## config.mk

```make
export PLATFORM = sky130hd
export DESIGN_NAME = conv_layer_sched_flat
export DESIGN_NICKNAME = d
export VERILOG_FILES = /design/src/rtl/conv_layer_sched_if.sv /design/src/rtl/conv_layer_sched.sv /design/src/flat_wrapper.sv
export SDC_FILE = /design/constraint.sdc
export NUM_CORES = 1
export LEC_CHECK = 0
export ABC_AREA = 1
export CAP_MARGIN = 10
export CORE_MARGIN = 1.5
export CORE_UTILIZATION = 52
export CTS_CLUSTER_SIZE = 20
export DETAILED_ROUTE_END_ITERATION = 7
export DONT_BUFFER_PORTS = 1
export GPL_TIMING_DRIVEN = 1
export PLACE_DENSITY = 0.65
export SLEW_MARGIN = 10
export SYNTH_ARGS = -nofsm -noshare
export SYNTH_HDL_FRONTEND = slang
export SYNTH_SLANG_ARGS = --single-unit
```

## constraint.sdc

```tcl
create_clock -name clk -period 2.6 [get_ports clk]
set_input_delay 0.65 -clock clk [delete_from_list [all_inputs] [get_ports clk]]
set_output_delay 0.65 -clock clk [all_outputs]
set_load 0.01 [all_outputs]
```

## src/rtl/conv_layer_sched_if.sv

```systemverilog
// rtl/conv_layer_sched_if.sv - host and engine handshake bundle for the conv layer scheduler
// master is the scheduler side; slave is the host/engine side.
interface conv_layer_sched_if #(
   parameter int OC_GRP_W = 4,
   parameter int TILE_W   = 8
);
   logic                layer_start;
   logic                abort;
   logic [OC_GRP_W-1:0] num_oc_grp;
   logic [TILE_W-1:0]   num_tile;
   logic                param_load;
   logic                param_done;
   logic                tile_start;
   logic                tile_done;
   logic [OC_GRP_W-1:0] oc_grp_idx;
   logic [TILE_W-1:0]   tile_idx;
   logic                layer_busy;
   logic                layer_done;

   modport master (
      input  layer_start, abort, num_oc_grp, num_tile, param_done, tile_done,
      output param_load, tile_start, oc_grp_idx, tile_idx, layer_busy, layer_done
   );

   modport slave (
      output layer_start, abort, num_oc_grp, num_tile, param_done, tile_done,
      input  param_load, tile_start, oc_grp_idx, tile_idx, layer_busy, layer_done
   );
endinterface

```

## src/rtl/conv_layer_sched.sv

```systemverilog
// rtl/conv_layer_sched.sv - walks one conv layer as OC groups x spatial tiles
// One param reload per group, then one start/done handshake per tile.
module conv_layer_sched #(
   parameter int OC_GRP_W = 4,
   parameter int TILE_W   = 8
) (
   input logic                 clk,
   input logic                 rst_n,
   conv_layer_sched_if.master  sched
);

   typedef enum logic [2:0] {
      IDLE   = 3'd0,
      LOAD_P = 3'd1,
      WAIT_P = 3'd2,
      RUN_T  = 3'd3,
      WAIT_T = 3'd4,
      DONE   = 3'd5
   } state_t;

   state_t              state_q, state_d;
   logic [OC_GRP_W-1:0] grp_q, grp_d;
   logic [TILE_W-1:0]   tile_q, tile_d;
   logic [OC_GRP_W-1:0] ngrp_q, ngrp_d;
   logic [TILE_W-1:0]   ntile_q, ntile_d;
   logic                last_tile;
   logic                last_grp;

   // Terminal compares use the latched counts; they are never zero outside IDLE/DONE.
   assign last_tile = (tile_q == (ntile_q - TILE_W'(1)));
   assign last_grp  = (grp_q == (ngrp_q - OC_GRP_W'(1)));

   always_ff @(posedge clk or negedge rst_n) begin
      if (!rst_n) begin
         state_q <= IDLE;
         grp_q   <= '0;
         tile_q  <= '0;
         ngrp_q  <= '0;
         ntile_q <= '0;
      end else begin
         state_q <= state_d;
         grp_q   <= grp_d;
         tile_q  <= tile_d;
         ngrp_q  <= ngrp_d;
         ntile_q <= ntile_d;
      end
   end

   always_comb begin
      state_d = state_q;
      grp_d   = grp_q;
      tile_d  = tile_q;
      ngrp_d  = ngrp_q;
      ntile_d = ntile_q;
      if (sched.abort) begin
         state_d = IDLE;
         grp_d   = '0;
         tile_d  = '0;
      end else begin
         unique case (state_q)
            IDLE: begin
               if (sched.layer_start) begin
                  ngrp_d  = sched.num_oc_grp;
                  ntile_d = sched.num_tile;
                  grp_d   = '0;
                  tile_d  = '0;
                  if ((sched.num_oc_grp == '0) || (sched.num_tile == '0)) begin
                     state_d = DONE;
                  end else begin
                     state_d = LOAD_P;
                  end
               end
            end
            LOAD_P: state_d = WAIT_P;
            WAIT_P: begin
               if (sched.param_done) begin
                  state_d = RUN_T;
               end
            end
            RUN_T: state_d = WAIT_T;
            WAIT_T: begin
               if (sched.tile_done) begin
                  if (!last_tile) begin
                     tile_d  = tile_q + TILE_W'(1);
                     state_d = RUN_T;
                  end else if (!last_grp) begin
                     grp_d   = grp_q + OC_GRP_W'(1);
                     tile_d  = '0;
                     state_d = LOAD_P;
                  end else begin
                     state_d = DONE;
                  end
               end
            end
            DONE: state_d = IDLE;
            default: begin
               state_d = IDLE;
               grp_d   = '0;
               tile_d  = '0;
            end
         endcase
      end
   end

   assign sched.param_load = (state_q == LOAD_P);
   assign sched.tile_start = (state_q == RUN_T);
   assign sched.layer_done = (state_q == DONE);
   assign sched.layer_busy = (state_q == LOAD_P) || (state_q == WAIT_P) ||
                             (state_q == RUN_T)  || (state_q == WAIT_T);
   assign sched.oc_grp_idx = grp_q;
   assign sched.tile_idx   = tile_q;

endmodule
```

## src/flat_wrapper.sv

```systemverilog
// flat-port wrapper written by rule: the top's interface ports become plain ports
module conv_layer_sched_flat 
#(
   parameter int OC_GRP_W = 4,
   parameter int TILE_W   = 8
)
  (clk, rst_n, sched_layer_start, sched_abort, sched_num_oc_grp, sched_num_tile, sched_param_done, sched_tile_done, sched_param_load, sched_tile_start, sched_oc_grp_idx, sched_tile_idx, sched_layer_busy, sched_layer_done);
  conv_layer_sched_if #(.OC_GRP_W(OC_GRP_W), .TILE_W(TILE_W)) sched_i ();
  input logic clk;
  input logic rst_n;
  input wire logic [$bits(sched_i.layer_start)-1:0] sched_layer_start;
  input wire logic [$bits(sched_i.abort)-1:0] sched_abort;
  input wire logic [$bits(sched_i.num_oc_grp)-1:0] sched_num_oc_grp;
  input wire logic [$bits(sched_i.num_tile)-1:0] sched_num_tile;
  input wire logic [$bits(sched_i.param_done)-1:0] sched_param_done;
  input wire logic [$bits(sched_i.tile_done)-1:0] sched_tile_done;
  output wire logic [$bits(sched_i.param_load)-1:0] sched_param_load;
  output wire logic [$bits(sched_i.tile_start)-1:0] sched_tile_start;
  output wire logic [$bits(sched_i.oc_grp_idx)-1:0] sched_oc_grp_idx;
  output wire logic [$bits(sched_i.tile_idx)-1:0] sched_tile_idx;
  output wire logic [$bits(sched_i.layer_busy)-1:0] sched_layer_busy;
  output wire logic [$bits(sched_i.layer_done)-1:0] sched_layer_done;
  assign sched_i.layer_start = sched_layer_start;
  assign sched_i.abort = sched_abort;
  assign sched_i.num_oc_grp = sched_num_oc_grp;
  assign sched_i.num_tile = sched_num_tile;
  assign sched_i.param_done = sched_param_done;
  assign sched_i.tile_done = sched_tile_done;
  assign sched_param_load = sched_i.param_load;
  assign sched_tile_start = sched_i.tile_start;
  assign sched_oc_grp_idx = sched_i.oc_grp_idx;
  assign sched_tile_idx = sched_i.tile_idx;
  assign sched_layer_busy = sched_i.layer_busy;
  assign sched_layer_done = sched_i.layer_done;
  conv_layer_sched #(.OC_GRP_W(OC_GRP_W), .TILE_W(TILE_W)) u_core (.clk(clk), .rst_n(rst_n), .sched(sched_i));
endmodule
```

==> metrics.md, run 1 <==
| Metric | Value |
|---|---|
| Outcome | complete, no violations |
| Share of layout cells above drive strength 1 | 0.0801 |
| Register bit total from synthesis | 27 |
| Area enclosed by the die boundary | roughly 0.004 mm2 |
| Fraction of the yosys area taken by sequential cells | 0.350 |
| Top cells by area in the synthesized netlist | dfrtp_1 35%, nand2_1 15%, inv_1 9.7%, nand3_1 5.4%, nor2_1 4.9% |
| Post-synthesis adder-cell area fraction | 0.0259 |
| Layout Area Growth over Synthesis | 3.43% |
| Cell Pwr Density | around 730 mW/mm2 |
| Highest net fanout along the worst path | 11 |
| Standby leakage power | 0.00107 uW |
| Data arrival time of the critical path | 1490 ps |
| Std-Cell Core Area | between 0.003 and 0.004 mm2 |
| ANT cells | 0 |
| Post-synthesis instance area | about 0.0019 mm2 |
| Vias in the first global route | around 1,500 |
| Largest buffer count on any clock path | 2 |
| Simple-gate share of the synthesized area | 0.347 |
| Iter 0 DRT Violations | 80 |
| CP max-delay cell | dfrtp_1 |
| Last weighted congestion value of the routability-driven placer | 0.863 |
| Hold crit path type | in -> async |
| Number of buffers and inverters on the critical path | 1 |
| Number of rows in the core area | 21 |
| Residual DRC | 0 |
| Gate Count Post-Synth | just under 300 |
| Initial antenna violation count | 0 |
| Largest family of logic cells by synthesized area | simple AND/OR/NAND/NOR gates |
| Family with the most delay on the worst path | flip-flops |
| Final Skew | slightly below 6 ps |
| Share of the core filled with cells in the final layout | 0.581 |
| Cells on worst reg2reg path | 13 |
| Total number of yosys warnings | 0 |
| Die height | 64.0 um |
| Unique cell type count in the Yosys netlist | 28 |
| Clock transition at the registers of the reported paths | 90 ps |
| Clock latency of the later-clocked register in the worst-skew pair | between 200 and 300 ps |
| GRT Residual Overflow | 0 |
| Max cap viols | 0 |
| Number of buffers created by CTS | 3 |
| Slew at the pin closest to its max-slew limit | between 300 and 400 ps |
| Largest net degree at the start of global routing | 28 |
| Number of setup buffers added after CTS | 0 |
| Worst reg2reg path startpoint | u_core.ntile_q[0] |
| Category of the most critical setup path | reg -> out |
| Total Neg Setup Slack | 0 ps |
| Worst path max stage delay | about 430 ps |
| Width of the die | about 64 um |
| Routed via count divided by cell count | approximately 4.9 |
| Aggregate global-route resource usage | 0.215 |
| Maximum clock rate | 467 MHz |
| Commonest non-fill, non-tap cell in the layout | nand2_1 |
| Average cell area after synthesis | 6.68 um2 |
| Slew Viols, Final | 0 |
| Synthesized-area fraction occupied by ao, oa, aoi and oai cells | 0.0887 |
| Post-Synth XOR/XNOR Area | 0.0589 |
| Maximum resistive drop on vdd | around 450 uV |
| RSZ-0062 raised after global routing | false |
| Final-report setup violation count | 0 |
| Post_cts resized | 0 |
| Top-Level Pins | 34 |
| Share of the clock period used by the worst path after layout | 0.823 |
| Time the final worst path needs with I/O delays and setup | 2140 ps |
| Filler cell count | between 300 and 400 |
| Final Hold Vio Count | 0 |
| Share of the synthesized area in the top cell type | 0.350 |
| Register-to-register setup slack | roughly 680 ps |
| H-Tree Level Count | 1 |
| Detailed-router iteration count before antenna repair | 4 |
| Worst reg2reg endpoint | u_core.sched.oc_grp_idx[3] |
| Vias | 1,636 |
| Cell with the most instances on the worst path | nor2_1 |
| Worst-path cell chain | nor2_1 > nand2_1 > inv_1 > nor2_1 > o21ai_0 |
| I/O Buffers | 0 |
| Number of sinks handled by clock tree synthesis | 27 |
| WL/cell | ~12 um |
| Sort of element at the end of the critical path | primary output |
| CTS Root Buffer Type | clkbuf_8 |
| Endpoint required time on the critical path | 1950 ps |
| Multiplexer area fraction after synthesis | 0 |
| Hold_ws | 57.6 ps |
| Total Nets Final | 310 |
| Initial cell density of the core | 0.561 |
| Wire length of the first global-routing pass | between 6 and 7 mm |
| Final HPWL DP | about 3 mm |
| Startpoint type of the worst setup path | register |
| Hold-fix buffer count after cts | 0 |
| Number of nets produced by synthesis | 311 |
| Top library cells by usage in the layout, fill and taps aside | 78 x nand2_1, 50 x inv_1, 27 x dfrtp_1, 25 x nor2_1, 21 x nand3_1 |
| Worst relative slew slack | 0.753 |
| TritonCTS clock tree | done |
| Total wire length | 4.01 mm |
| Count of antenna-violating nets left after detailed routing | 0 |
| Post-synth top area cell | dfrtp_1 |
[cells in the mapped netlist]
library cell  number
nor2_2             4
buf_6              2
nand2_4            1
inv_1             50
ha_1               4
dfrtp_1           27
o21ai_2            1
nor2_1            25
nand3_1           21
o21ai_1            9
o21ai_0           18
a21oi_1            1
xor2_1             8
a211oi_1           1
nor4_1             1
nor3_1             2
clkbuf_1           3
nand4_1           11
or2_2              2
nand2_2            4
clkinv_1           1
nand3_2            2
a21oi_2            1
nand2_1           78
inv_2              4
o22ai_1            1
buf_2              2
xnor2_1            5
[per-layer routing]
layer  up-vias  wire length (um)  part of all wire  track usage
met4         0                36            0.0090       0.0571
met1       702              1930              0.48        0.288
li1        894                 -                 -            -
met5         -                 0                 0            0
met3         4               174             0.043       0.0440
met2        36              1870              0.47        0.352
[power breakdown]
| group | switching [uW] | leakage, uW | internal, uW |
|---|---|---|---|
| clock network | 128 | 0.0000228 | 110 |
| registers | 94.1 | 0.000357 | 502 |
| logic | 400 | 0.000692 | 232 |
[flip-flops by register name, summed over array words and instances (netlist names)]
register and cells:
u_core.ngrp_q 4, u_core.ntile_q 8, u_core.sched.oc_grp_idx 4, u_core.sched.tile_idx 8
u_core.state_q 3
[cell type report]
| cell class | instances | area (um2) | area share |
|---|---|---|---|
| Inverter | 55 | 206 | 0.103 |
| Timing Repair Buffer | 1 | 7.51 | 0.00376 |
| Clock buffer | 4 | 45.0 | 0.0225 |
| Tap cell | 46 | 57.6 | 0.0288 |
| Sequential cell | 27 | 676 | 0.338 |
| Multi-Input combinational cell | 200 | 1010 | 0.503 |
[how the worst max path moves through the flow]
| stage | start | endpoint | depth (start not counted) |
|---|---|---|---|
| global placement | u_core.ntile_q[0] | u_core.sched.oc_grp_idx[2] | 13 |
| global route | u_core.state_q[2] | sched_layer_busy | 5 |
| detailed placement | u_core.ntile_q[0] | u_core.sched.oc_grp_idx[3] | 13 |
| finish | u_core.state_q[0] | sched_layer_busy | 5 |
| floorplan | u_core.state_q[0] | sched_layer_busy | 6 |
| CTS | u_core.state_q[0] | sched_layer_busy | 5 |
[kinds of logic after synthesis]
family | after synthesis
AOI/OAI and AO/OA | 32
xor gates and xnor gates | 13
adders and majority gates | 4
buffers and inverters | 62
DFF | 27
and+or+nand+nor | 151
[metrics by stage]
| stage | setup slack, ps | instance area [um2] | power [uW] | cells |
|---|---|---|---|---|
| final | 460 | 2000 | 1470 | 333 |
| after global routing | 265 | 2000 | 1620 | 333 |
| after CTS | 437 | 2000 | 1480 | 333 |
| after detailed placement | 681 | 1950 | 1240 | 329 |
| after global placement | 749 | 1950 | 1230 | 329 |
| after floorplan | 772 | 1930 | 1140 | 289 |
(Power assumes the default switching activity.)
==> inputs of run 2 (changes only) <==
ABC_AREA = 0   (was 1)
PLACE_DENSITY = 0.68   (was 0.65)
clock period = 1.85 ns   (was 2.6 ns; I/O delays follow)
==> run 2 against run 1 <==
Against the previous run:
- combinational power is 33% higher
- final cell count is 13% lower
- the flow now finishes with violations (setup timing)
- largest cell class unchanged
- first-iteration DRC count is 2.5% lower
- critical endpoint is now u_core.sched.tile_idx[7]
- hold slack better by 100 ps
- area after synthesis is 2.5% lower
==> metrics.md, run 2 <==
| Metric | Value |
|---|---|
| Vias in the first global route | 1,797 (was 1,510) |
| Average cell area after synthesis | 9.46 um2 (was 6.68 um2) |
| Total wire length | 4.85 mm (was 4.01 mm) |
| Data arrival time of the critical path | 2430 ps (was 1490 ps) |
| Last weighted congestion value of the routability-driven placer | 0.913 (was 0.863) |
| Prevailing post-synth register cell | dfrtp_1 (unchanged) |
| Top library cells by usage in the layout, fill and taps aside | 45 x buf_4, 25 x dfrtp_1, 13 x nand2_1, 12 x mux2_2, 11 x inv_1 (was 78 x nand2_1, 50 x inv_1, 27 x dfrtp_1, 25 x nor2_1, 21 x nand3_1) |
| WL/cell | 16.7 um (was 12.0 um) |
| Wire length of the first global-routing pass | 8.24 mm (was 6.91 mm) |
| Filler cell count | 270 (was 360) |
| Outcome | finished, violations left (was complete, no violations) |
| Top-Level Pins | 34 (unchanged) |
| ANT cells | 0 (unchanged) |
| Largest net degree at the start of global routing | 28 (unchanged) |
| Share of synthesized flip-flops with an asynchronous set or reset | 1.00 (unchanged) |
| Standby leakage power | 0.00101 uW (was 0.00107 uW) |
| Switching Fraction | 0.367 (was 0.424) |
| Final Hold Vio Count | 0 (unchanged) |
| Comb power frac | 0.445 (was 0.431) |
| Layout Area Growth over Synthesis | 27.4% (was 3.43%) |
| Vias | 1,724 (was 1,636) |
| H-Tree Level Count | 1 (unchanged) |
| Register bit total from synthesis | 27 (unchanged) |
| Leading post-synthesis cells by instance count | 27 x dfrtp_1, 13 x inv_1, 13 x nand2_1, 12 x mux2_2, 12 x nor2_1 (was 78 x nand2_1, 50 x inv_1, 27 x dfrtp_1, 25 x nor2_1, 21 x nand3_1) |
| Sw power | 696 uW (was 622 uW) |
| Clock Power Share | 0.149 (was 0.162) |
| Highest net fanout along the worst path | 7 (was 11) |
| Violated checks | setup timing |
| Initial cell density of the core | 0.551 (was 0.561) |
| Share of the synthesized area in the top cell type | 0.359 (was 0.350) |
| Number of nets produced by synthesis | 221 (was 311) |
| Initial antenna violation count | 0 (unchanged) |
| Cell with the most instances after synthesis | dfrtp_1 (was nand2_1) |
| Worst Setup Slack post-DPL | -428 ps (was 681 ps) |
| Number of enable flip-flop cells after synthesis | 0 (unchanged) |
| Sort of element at the end of the critical path | register (was primary output) |
| Final Skew | 7.14 ps (was 5.95 ps) |
| Total design power | 1890 uW (was 1470 uW) |
| Endpoint required time on the critical path | 2120 ps (was 1950 ps) |
| Total Neg Setup Slack | -3270 ps (was 0 ps) |
| Sequential power share | 0.407 (about the same) |
| Slew at the pin closest to its max-slew limit | 437 ps (was 367 ps) |
| GRT Residual Overflow | 0 (unchanged) |
| Time the final worst path needs with I/O delays and setup | approximately 2200 ps |
| Worst relative slew slack | 0.705 (was 0.753) |
| Number of sinks handled by clock tree synthesis | 27 (unchanged) |
| Category of the most critical setup path | reg -> reg (was reg -> out) |
| Share of layout cells above drive strength 1 | 0.365 (was 0.0801) |
| Gate Count Post-Synth | 199 (was 289) |
| Aggregate global-route resource usage | 0.259 (was 0.215) |
| Maximum resistive drop on vdd | 665 uV (was 448 uV) |
| Design internal power | 1200 uW (was 844 uW) |
| Total number of yosys warnings | 0 (unchanged) |
| Width of the die | 63.2 um (was 64.0 um) |
| Routed via count divided by cell count | 5.94 (was 4.91) |
| Final HPWL DP | 3.48 mm (was 3.08 mm) |
| Unique cell type count in the Yosys netlist | 51 (was 28) |
| RSZ-0062 raised after global routing | true (was false) |
| Final-report setup violation count | 14 (was 0) |
| Fraction of the yosys area taken by sequential cells | 0.359 (was 0.350) |
| Min setup slack post-route | -303 ps (was 460 ps) |
| Slew Viols, Final | 0 (unchanged) |
| Hold crit path type | in -> reg (was in -> async) |
| Startpoint type of the worst setup path | register (unchanged) |
| Total Nets Final | 267 (was 310) |
| Max cap viols | 0 (unchanged) |
| Share of the clock period used by the worst path after layout | 1.16 |
| Area enclosed by the die boundary | 0.00399 mm2 (was 0.00409 mm2) |
| Maximum clock rate | approximately 460 MHz |
| Number of buffers created by CTS | 3 (unchanged) |
| Clock transition at the registers of the reported paths | 160 ps (was 90 ps) |
| Clock latency of the later-clocked register in the worst-skew pair | 340 ps (was 270 ps) |
| CTS Root Buffer Type | clkbuf_4 (was clkbuf_8) |
| Largest buffer count on any clock path | 2 (unchanged) |
| Residual DRC | 0 (unchanged) |
| Post-synthesis instance area | 0.00188 mm2 (was 0.00193 mm2) |
| Detailed-router iteration count before antenna repair | 4 (unchanged) |
| Cell Pwr Density | 789 mW/mm2 (was 734 mW/mm2) |
| I/O Buffers | 0 (unchanged) |
| Commonest non-fill, non-tap cell in the layout | buf_4 (was nand2_1) |
| Die height | 63.2 um (was 64.0 um) |
| Top cells by area in the synthesized netlist | dfrtp_1 36%, mux2_2 7.2%, xnor2_1 4.7%, xor2_1 3.3%, ha_1 2.7% (was dfrtp_1 35%, nand2_1 15%, inv_1 9.7%, nand3_1 5.4%, nor2_1 4.9%) |
| TritonCTS clock tree | done (unchanged) |
| Number of rows in the core area | 21 (unchanged) |
| Count of antenna-violating nets left after detailed routing | 0 (unchanged) |
| Post-synth top area cell | dfrtp_1 (unchanged) |
| Iter 0 DRT Violations | 78 (was 80) |
| Std-Cell Core Area | 0.00342 mm2 (was 0.00344 mm2) |
## run 2: area by class of cell
class | instances | area [um2] | area share
inverters | 13 | 48.8 | 0.0203
clock inverters | 1 | 7.51 | 0.00313
repair buffers | 49 | 390 | 0.163
well taps | 46 | 57.6 | 0.0240
multi-input cells | 151 | 1190 | 0.498
clock buffers | 3 | 22.5 | 0.00939
flip-flops and latches | 27 | 678 | 0.283
## run 2: critical path, cell delays in order (launching register included)
cell      delay [ps]
dfrtp_2          480
nor4_4           330
a211oi_1         120
a311o_2          440
o211a_4          300
a211o_1          300
a31oi_1          130
## run 2: through the flow
| stage | hold WS [ps] | instance area (um2) | utilization | cells |
|---|---|---|---|---|
| 6_report | 157 | 2400 | 0.702 | 290 |
| 5_1_grt | 156 | 2400 | 0.702 | 290 |
| 4_1_cts | 155 | 2380 | 0.698 | 290 |
| 3_5_place_dp | 167 | 2200 | 0.644 | 274 |
| 3_3_place_gp | 167 | 2200 | 0.644 | 274 |
| 2_1_floorplan | 167 | 1920 | - | 199 |
## run 2: final timing paths
kind	slack [ps]	cells after the start	start	end
min reg2reg	540	1	u_core.ngrp_q[3]	u_core.ngrp_q[3]
min in group asynchronous	520	2	rst_n	u_core.sched.tile_idx[5]
max reg2reg	-300	6	u_core.ntile_q[2]	u_core.sched.tile_idx[7]
min	160	1	sched_abort	u_core.state_q[0]
max	-300	6	u_core.ntile_q[2]	u_core.sched.tile_idx[7]
max in group asynchronous	1160	2	rst_n	u_core.ntile_q[2]
## run 2: cell families after synthesis
| logic type | share of synthesized area |
|---|---|
| simple gates | 0.206 |
| compound gates | 0.185 |
| flops | 0.359 |
| buf+inv | 0.0571 |
| xor+xnor | 0.0791 |
| mux | 0.0877 |
| fa+ha+maj | 0.0266 |
## run 2: what timing repair did
action                                 in CTS  in global routing
buffers inserted                            9                  0
pin swaps                                   9                  2
resized for setup                          14                  3
hold buffers                                2                  0
setup endpoints to repair                  14                 15
endpoints found under the hold margin      27                  0
gates cloned                                1                  0
## run 2: layer usage
metal | track usage | wire [um] | vias up
met2 | 0.459 | 2480 | 45
met1 | 0.318 | 2040 | 846
li1 | - | - | 821
met3 | 0.0286 | 191 | 12
met5 | 0 | 0 | -
met4 | 0.111 | 132 | 0
## run 2: power groups by stage
stage	logic [uW]	clock network, uW	registers [uW]
finish	842	281	770
detailed placement	716	0	776
global route	915	309	778
global placement	689	0	770
floorplan	536	0	754
CTS	827	283	766
